File: src/rtl/imem_loader_pkg.sv
// Shared types and constants for the boot-time instruction-memory loader.
package imem_loader_pkg;

    localparam int unsigned DEF_ADDR_WIDTH = 10;
    localparam int unsigned DEF_TIMEOUT    = 1000;
    localparam int unsigned BYTES_PER_WORD = 4;
    localparam int unsigned WORD_W         = 8 * BYTES_PER_WORD;
    localparam int unsigned BYTE_IDX_W     = $clog2(BYTES_PER_WORD);

    typedef enum logic [1:0] {
        ST_IDLE  = 2'd0,
        ST_RECV  = 2'd1,
        ST_WRITE = 2'd2,
        ST_DONE  = 2'd3
    } state_e;

    // Place byte b at big-endian lane idx (lane 0 = most significant byte).
    function automatic logic [WORD_W-1:0] insert_byte(
        input logic [WORD_W-1:0]     word,
        input logic [BYTE_IDX_W-1:0] idx,
        input logic [7:0]            b
    );
        logic [WORD_W-1:0] r;
        r = word;
        for (int unsigned k = 0; k < BYTES_PER_WORD; k++) begin
            if (idx == BYTE_IDX_W'(k)) begin
                r[WORD_W-1-8*k -: 8] = b;
            end
        end
        return r;
    endfunction

endpackage

File: src/rtl/imem_loader_byte_packer.sv
// Big-endian byte-to-word packer; flags the byte that completes a word.
module imem_loader_byte_packer
    import imem_loader_pkg::*;
(
    input  logic              clk,
    input  logic              reset,
    input  logic              clear_i,
    input  logic              byte_en_i,
    input  logic [7:0]        byte_i,
    output logic              word_valid_c,
    output logic [WORD_W-1:0] word_c
);

    logic [BYTE_IDX_W-1:0] idx_q;
    logic [BYTE_IDX_W-1:0] idx_d;
    logic [WORD_W-1:0]     shift_q;

    // The completed word is presented in the same cycle as its last byte.
    always_comb begin
        word_c       = insert_byte(shift_q, idx_q, byte_i);
        word_valid_c = byte_en_i && (idx_q == BYTE_IDX_W'(BYTES_PER_WORD - 1));
        idx_d        = idx_q + BYTE_IDX_W'(1);
    end

    always_ff @(posedge clk or posedge reset) begin
        if (reset) begin
            idx_q   <= '0;
            shift_q <= '0;
        end else if (clear_i) begin
            idx_q   <= '0;
            shift_q <= '0;
        end else if (byte_en_i) begin
            idx_q   <= idx_d;
            shift_q <= word_c;
        end
    end

endmodule

File: src/rtl/imem_loader.sv
// Boot loader: packs a byte stream into words, writes them from address 0
// and holds the core in reset until a complete load has been written.
module imem_loader
    import imem_loader_pkg::*;
#(
    parameter int unsigned ADDR_WIDTH = DEF_ADDR_WIDTH,
    parameter int unsigned TIMEOUT    = DEF_TIMEOUT
) (
    input  logic                  clk,
    input  logic                  reset,
    input  logic                  start,
    input  logic [ADDR_WIDTH:0]   num_words,
    input  logic                  byte_valid,
    input  logic [7:0]            byte_data,
    output logic                  byte_ready,
    output logic                  imem_we,
    output logic [ADDR_WIDTH-1:0] imem_addr,
    output logic [WORD_W-1:0]     imem_wdata,
    output logic                  cpu_reset,
    output logic                  busy,
    output logic                  done,
    output logic                  error,
    output logic [WORD_W-1:0]     checksum
);

    localparam int unsigned NW_W  = ADDR_WIDTH + 1;
    localparam int unsigned DEPTH = 1 << ADDR_WIDTH;
    localparam int unsigned TO_W  = $clog2(TIMEOUT + 1);

    state_e                state_q;
    logic [NW_W-1:0]       num_words_q;
    logic [ADDR_WIDTH-1:0] word_cnt_q;
    logic [ADDR_WIDTH-1:0] word_cnt_d;
    logic [TO_W-1:0]       idle_cnt_q;
    logic [TO_W-1:0]       idle_cnt_d;
    logic                  byte_ready_q;
    logic                  imem_we_q;
    logic [ADDR_WIDTH-1:0] imem_addr_q;
    logic [WORD_W-1:0]     imem_wdata_q;
    logic                  cpu_reset_q;
    logic                  busy_q;
    logic                  done_q;
    logic                  error_q;
    logic [WORD_W-1:0]     checksum_q;

    logic                  start_ok_c;
    logic                  load_c;
    logic                  byte_acc_c;
    logic                  last_word_c;
    logic                  idle_expired_c;
    logic                  word_valid_c;
    logic [WORD_W-1:0]     word_c;

    always_comb begin
        start_ok_c     = (num_words != '0) && (num_words <= NW_W'(DEPTH));
        load_c         = start && start_ok_c && (state_q == ST_IDLE);
        byte_acc_c     = byte_valid && byte_ready_q;
        last_word_c    = ({1'b0, word_cnt_q} == (num_words_q - NW_W'(1)));
        idle_expired_c = (idle_cnt_q == TO_W'(TIMEOUT - 1));
        word_cnt_d     = word_cnt_q + ADDR_WIDTH'(1);
        idle_cnt_d     = idle_cnt_q + TO_W'(1);
    end

    imem_loader_byte_packer u_packer (
        .clk          (clk),
        .reset        (reset),
        .clear_i      (load_c),
        .byte_en_i    (byte_acc_c),
        .byte_i       (byte_data),
        .word_valid_c (word_valid_c),
        .word_c       (word_c)
    );

    always_ff @(posedge clk or posedge reset) begin
        if (reset) begin
            state_q      <= ST_IDLE;
            num_words_q  <= '0;
            word_cnt_q   <= '0;
            idle_cnt_q   <= '0;
            byte_ready_q <= 1'b0;
            imem_we_q    <= 1'b0;
            imem_addr_q  <= '0;
            imem_wdata_q <= '0;
            cpu_reset_q  <= 1'b1;
            busy_q       <= 1'b0;
            done_q       <= 1'b0;
            error_q      <= 1'b0;
            checksum_q   <= '0;
        end else begin
            imem_we_q <= 1'b0;
            done_q    <= 1'b0;
            unique case (state_q)
                ST_IDLE: begin
                    if (start) begin
                        if (start_ok_c) begin
                            num_words_q  <= num_words;
                            word_cnt_q   <= '0;
                            idle_cnt_q   <= '0;
                            checksum_q   <= '0;
                            error_q      <= 1'b0;
                            cpu_reset_q  <= 1'b1;
                            byte_ready_q <= 1'b1;
                            busy_q       <= 1'b1;
                            state_q      <= ST_RECV;
                        end else begin
                            error_q <= 1'b1;
                        end
                    end
                end
                ST_RECV: begin
                    if (word_valid_c) begin
                        byte_ready_q <= 1'b0;
                        imem_we_q    <= 1'b1;
                        imem_addr_q  <= word_cnt_q;
                        imem_wdata_q <= word_c;
                        state_q      <= ST_WRITE;
                    end else if (byte_acc_c) begin
                        idle_cnt_q <= '0;
                    end else if (idle_expired_c) begin
                        // Abort: the core stays in reset, memory contents are partial.
                        error_q      <= 1'b1;
                        byte_ready_q <= 1'b0;
                        busy_q       <= 1'b0;
                        state_q      <= ST_IDLE;
                    end else begin
                        idle_cnt_q <= idle_cnt_d;
                    end
                end
                ST_WRITE: begin
                    checksum_q <= checksum_q ^ imem_wdata_q;
                    idle_cnt_q <= '0;
                    if (last_word_c) begin
                        done_q      <= 1'b1;
                        cpu_reset_q <= 1'b0;
                        busy_q      <= 1'b0;
                        state_q     <= ST_DONE;
                    end else begin
                        word_cnt_q   <= word_cnt_d;
                        byte_ready_q <= 1'b1;
                        state_q      <= ST_RECV;
                    end
                end
                ST_DONE: begin
                    state_q <= ST_IDLE;
                end
                default: begin
                    state_q <= ST_IDLE;
                end
            endcase
        end
    end

    assign byte_ready = byte_ready_q;
    assign imem_we    = imem_we_q;
    assign imem_addr  = imem_addr_q;
    assign imem_wdata = imem_wdata_q;
    assign cpu_reset  = cpu_reset_q;
    assign busy       = busy_q;
    assign done       = done_q;
    assign error      = error_q;
    assign checksum   = checksum_q;

endmodule

File: config.mk
export PLATFORM = sky130hd
export DESIGN_NAME = imem_loader
export DESIGN_NICKNAME = d
export VERILOG_FILES = /design/src/rtl/imem_loader_pkg.sv /design/src/rtl/imem_loader_byte_packer.sv /design/src/rtl/imem_loader.sv
export SDC_FILE = /design/constraint.sdc
export NUM_CORES = 1
export LEC_CHECK = 0
export CAP_MARGIN = 15
export CORE_ASPECT_RATIO = 1.75
export CORE_MARGIN = 1
export CORE_UTILIZATION = 58
export DETAILED_ROUTE_END_ITERATION = 10
export MAX_ROUTING_LAYER = met4
export PLACE_DENSITY_LB_ADDON = 0.08
export SLEW_MARGIN = 10
export SYNTH_ARGS = -nofsm -noshare
export SYNTH_HDL_FRONTEND = slang
export SYNTH_SLANG_ARGS = --single-unit
File: constraint.sdc
create_clock -name clk -period 11.1 [get_ports clk]
set_clock_uncertainty 0.1 [all_clocks]
set_input_delay 1.11 -clock clk [delete_from_list [all_inputs] [get_ports clk]]
set_output_delay 1.11 -clock clk [all_outputs]
set_load 0.05 [all_outputs]
==> Word-level counts from Yosys, hierarchy flattened <==
Index checks and enable logic that the tools add are counted.
Widths: inputs -> output; s select.
{ "totals": {"output_inout_bits": 80, "wordCells": 108, "register_bits": 147, "inputBits": 23} }
{ "op_classes": {"reduce_logical": 22, "n_eq_ne": 18, "muxes": 47, "bitwise": 1, "add_sub_neg": 4, "order_cmp": 1} }
{ "op_table": {"columns": ["op", "count"], "rows": [
  ["$mux 32", 4],
  ["$pmux 32 s2", 1],
  ["$mux 10", 6],
  ["$mux 8", 4],
  ["$xor 32x32->32", 1],
  ["$pmux 10 s3", 1],
  ["$add 10x1->10 const B", 2],
  ["$pmux 10 s2", 1],
  ["$mux 1", 17],
  ["$mux 2", 8],
  ["$ne 2x2->1 const B", 7],
  ["$reduce_and 4->1", 3],
  ["$eq 10x11->1", 1],
  ["$le 11x11->1 const B", 1],
  ["$reduce_bool 11->1", 1],
  ["$sub 11x1->11 const B", 1],
  ["$eq 10x10->1 const B", 1],
  ["$reduce_and 5->1", 2],
  ["$eq 2x2->1 const B", 4],
  ["$pmux 2 s4", 1],
  ["$reduce_and 7->1", 1],
  ["$ne 3x2->1 const B", 2],
  ["$pmux 1 s3", 2],
  ["$reduce_and 3->1", 2],
  ["other kinds (10)", 19]
]} }

==> Logic depth before layout (Yosys ltp) <==
{ "depth": {"ltp_word": 5, "mapped_depth": 10, "mapped_depth_nobuf": 9} }

==> By module <==
From an unflattened synthesis, not the netlist that was laid out.
{ "unflattened": {"hier_cells": 662, "hier_area_um2": 7324.5} }
{ "by_module_without_submodules": {"columns": ["module", "area_each_um2", "n_inst", "seq_area_each_um2", "cells_each"], "rows": [
  ["imem_loader", 5346.4, 1, 2829.0, 497],
  ["imem_loader_byte_packer", 1978.1, 1, 850.8, 165]
]} }

==> Worst setup path before layout <==
No wires, ideal clock.
{ "synth_path": {"path_type": "input -> register", "startpoint": "input port num_words[5]", "endpoint": "register word_cnt_q[5]", "slack_ns": 7.925, "arrival_ns": 3.001, "path_buffers": 1, "path_stages": 8, "setup_time_ns": 0.073, "t_required_ns": 10.927, "cell_sequence": "nor4_1 and4_1 o21a_1 clkbuf_1 a21oi_1 or3_1 or3_2 a21oi_2"} }
{ "synth_between": {"elab_chain_len": 4, "elab_cells_between_ends": 5, "classes_between": "order compare: 1; eq/ne: 1; reduce/logical: 3"} }
{ "synth_rtl": {"columns": ["item", "line_no", "text"], "rows": [
  ["from (decl)", "imem_loader.sv:12", "input logic [ADDR_WIDTH:0] num_words,"],
  ["$le 11x11->1 or $reduce_bool 11->1 (tied branches)", "imem_loader.sv:55", "start_ok_c = (num_words != '0) && (num_words <= NW_W'(DEPTH));"],
  ["$logic_and 1x1->1 *", "imem_loader.sv:55", null],
  ["$ne 2x2->1 (no source line) *", null, null],
  ["$reduce_and 4->1 (no source line) *", null, null],
  ["to (signal assigned)", "imem_loader.sv:138", "word_cnt_q <= word_cnt_d;"],
  ["to (decl)", "imem_loader.sv:32", "logic [ADDR_WIDTH-1:0] word_cnt_q;"]
]} }
Mark *: on every way between the ends. The rest lies on a longest branch, timed or not.
A chain may end at the register's enable or synchronous reset.

==> Worst setup path in the final report <==
{ "layout_path": {"startpoint": "input port num_words[8]", "endpoint": "register checksum_q[17], in the netlist checksum[17]"} }
{ "layout_between": {"elab_chain_len": 4, "elab_cells_between_ends": 5, "classes_between": "order compare: 1; eq/ne: 1; reduce/logical: 3"} }
{ "layout_rtl": {"columns": ["item", "line_no", "text"], "rows": [
  ["$le 11x11->1 or $reduce_bool 11->1 (tied branches)", "imem_loader.sv:55", null],
  ["$logic_and 1x1->1 *", "imem_loader.sv:55", null],
  ["$ne 2x2->1 (no source line) *", null, null],
  ["$reduce_and 3->1 (no source line) *", null, null],
  ["to (signal assigned)", "imem_loader.sv:130", "checksum_q <= checksum_q ^ imem_wdata_q;"],
  ["to (decl)", "imem_loader.sv:44", "logic [WORD_W-1:0] checksum_q;"]
]} }
Marks and branches as above.

==> results.yml <==
status:
  outcome: "finished, final reports clean"
timing:
  slew_viol_final: 0
  period_share_pct: 33.5
  timing.fmax_mhz: 269
  layout_min_cycle_time_ns: 3.72
  rsz0062_at_grt: "false"
  setup_viol: 0
  relSlewSlack_pct: 28.8
  hold_viol: 0
  tightestPinTransition_ns: 1.06
  whs_ns: 0.388
  setup_tns_ns: 0
setup_path:
  reg2reg_from: "num_words_q[0]"
  crit_path_start: "num_words[8]"
  max_stage_delay_ns: 0.96
  path_class: "primary input to register"
  slowest_stage: "nor2b_4"
  crit_chain: "clkdlybuf4s50_1 -> nor4_1 -> and4_1 -> o21a_1 -> buf_4 -> nor2b_4 -> nor2_1"
  cp-start-kind: "primary input"
  worstPathArrival_ns: 3.87
  worstPathRequired_ns: 11.25
  endpoint_kind: "register"
  path_max_fanout: 43
finish:
  drive_gt1_share_pct: 12.3
  diodes: 0
  seq_area_mm2: 0.00348
  fill_cells: 801
  multi_input_area_mm2: 0.00297
  area_growth_pct: 25.3
  fin_cells: 899
  final_net_count: 789
die:
  rows: 51
  initial_core_util_pct: 59.7
  ios: 103
  core_area_mm2: 0.0112
  die_area_mm2: 0.0120
  fp.dieH_um: 144
  dieWidth_um: 83.1
clocking:
  cts_tree: "done"
  clk_pin_slew_worst_paths_ns: 0.06
  cts_max_level: 4
  hold_buffers: 0
  insertion_delay_ns: 0.41
  clockBufferDepth: 2
  numCtsBuffers: 17
  cts_setup_buffers: 0
  cts-root-buf: "clkbuf_16"
  ctsResizeCount: 0
  cts_num_sinks: 139
drt:
  wl_per_cell_um: 16.9
  ant_nets: 0
  dr.pass1.iters: 5
  num_vias: 5157
  wirelength_um: 15200
  initialDrtViolationCount: 387
  via_per_inst: 5.74
  drc_errors: 0
power_and_ir_drop:
  irDropWorstVdd_mv: 0.214
  p_comb_share_pct: 46.1
  switching_share_pct: 43.4
  p_switching_mw: 1.14
  leakage_nw: 3.68
  cellPowerDensity_mw_per_mm2: 314
  pwr-share-seq_pct: 31.9
  power_frac_clock_pct: 22.0
  p_int_mw: 1.48
synthesis:
  syn_inst: 670
  syn_nets: 705
  synth-seq-area-share_pct: 52.2
  yosys.area.top_type: "dfrtp_1"
  async_flop_share_pct: 100
  synth_flop_cell: "dfrtp_1"
  synth_area_leaders: "dfrtp_1 52%, nand2_1 6.2%, xor2_1 5.0%"
  synth_top_area_share_pct: 51.8
  syn_area_mm2: 0.00667
  syn_avg_cell_area_um2: 9.96
  ys_ff_latch: 139
  synth_cell_type_count: 55
  synth-edff-count: 0
  ys_warn_count: 0
grt:
  grt_antenna_before_repair: 0
  grt_overflow: 0
  grt_pass1_vias: 5297
  track_usage_pct: 28.1
  grt_pass1_wl_um: 25600
  grt_max_degree: 84
placed_design:
  io_buffers: 102
  place_congestion: 0.912
  post-dp-hpwl_um: 10500
  place_inst: 867
run:
  maxCapViolCount: 0
hold_path:
  min_path_type: "register to register"
  min-delay-start: "idle_cnt_q[8]"
==> layout by cell type (no fill, tap or decap), types with 4 or more instances in the layout <==
| master | instances |
|---|---|
| nand4_1 | 5 |
| a21oi_1 | 32 |
| o21ai_2 | 7 |
| clkinv_2 | 4 |
| ha_1 | 12 |
| and2_1 | 5 |
| nor4_1 | 5 |
| clkdlybuf4s50_1 | 102 |
| mux2i_1 | 24 |
| nor3_1 | 6 |
| nor2_1 | 52 |
| a21oi_2 | 6 |
| dfrtp_1 | 138 |
| o21ai_0 | 50 |
| or3_2 | 7 |
| inv_1 | 10 |
| mux2_2 | 27 |
| and3_1 | 8 |
| nand2_1 | 111 |
| xor2_1 | 38 |
| xnor2_1 | 5 |
| clkbuf_16 | 17 |
| buf_4 | 5 |
| nand3_1 | 32 |
==> worst paths after layout <==
path | endpoint | slack, ns | cells after the start
max in group asynchronous | u_packer.idx_q[1] | 8.57 | 3
max | checksum[17] | 7.38 | 7
min in group asynchronous | checksum[24] | 1.10 | 2
min reg2reg | idle_cnt_q[8] | 0.39 | 1
max reg2reg | word_cnt_q[4] | 7.42 | 9
min | idle_cnt_q[8] | 0.39 | 1
==> power by group through the flow <==
stage | Combinational [mW] | Clock (mW) | Sequential [mW]
CTS | 1.22 | 0.585 | 0.836
floorplan | 0.454 | 0 | 1.21
global route | 1.29 | 0.609 | 0.862
global placement | 1.17 | 0 | 0.833
detailed placement | 1.20 | 0 | 0.843
finish | 1.21 | 0.578 | 0.836
==> critical path, delay by kind of cell <==
kind                   cells  cell delay, ns
buffers and inverters      2            0.83
AND/OR/NAND/NOR            4            1.75
AO/OA/AOI/OAI              1            0.14
==> cell type report <==
cell class                 instances  area share [%]
clock buffer                      21            5.63
clock inverter                    11            1.69
inverter                          11           0.554
multi-input combinational        477            35.5
sequential                       139            41.6
tap                              132            1.98
timing repair buffer             108            13.0
==> metal layers <==
metal  track usage, %  vias to the layer above  share of wire, %
met5                -                        -                 0
met4             12.5                        0               3.6
met3             5.28                       43               3.3
met2             49.1                      132                53
met1             31.3                     2530                40
li1                 -                     2452                 -
==> cell usage after synthesis (2+ instances only) <==
cell type / number
dfrtp_1: 138
nand2_1: 111
nor2_1: 52
o21ai_0: 50
xor2_1: 38
a21oi_1: 32
nand3_1: 32
mux2_2: 27
clkbuf_1: 25
mux2i_1: 24
buf_1: 13
ha_1: 12
inv_1: 11
and3_1: 8
o21ai_2: 7
or3_2: 7
a21oi_2: 6
nor3_1: 6
and2_1: 5
nand4_1: 5
nor4_1: 5
xnor2_1: 5
a311oi_1: 3
nand2b_1: 3
o211ai_1: 3
a211o_1: 2
a21o_1: 2
a31oi_1: 2
and4_1: 2
buf_4: 2
nor3b_1: 2
nor4b_1: 2
o21a_1: 2
o21bai_1: 2
o31ai_1: 2
or3_1: 2
or4_1: 2
==> cells by family after synthesis <==
group / synth area share (%)
and+or+nand+nor: 17.8
xor gates and xnor gates: 5.65
buffers and inverters: 3.43
AOI/OAI and AO/OA: 10.5
adders and majority gates: 2.25
DFF: 52.2
muxes: 8.16
==> state kept, by name, indices dropped and copies added (netlist names) <==
| register | flops |
|---|---|
| word_cnt_q | 10 |
| checksum | 32 |
| imem_wdata | 32 |
| error | 1 |
| byte_ready | 1 |
| imem_we | 1 |
| cpu_reset | 1 |
| num_words_q | 11 |
| done | 1 |
| u_packer.shift_q | 24 |
| imem_addr | 10 |
| idle_cnt_q | 10 |
| busy | 1 |
| state_q | 2 |
| u_packer.idx_q | 2 |
==> metrics by stage <==
step	instance area, µm²	setup WS (ns)	power (mW)	util (%)
2_1_floorplan	6670	6.17	1.67	-
3_3_place_gp	7720	6.85	2.01	69.1
3_5_place_dp	7750	6.93	2.05	69.4
4_1_cts	8360	7.37	2.64	74.8
5_1_grt	8360	7.16	2.77	74.8
6_report	8360	7.38	2.62	74.8
Note: power is estimated with default switching activity, not from simulation.
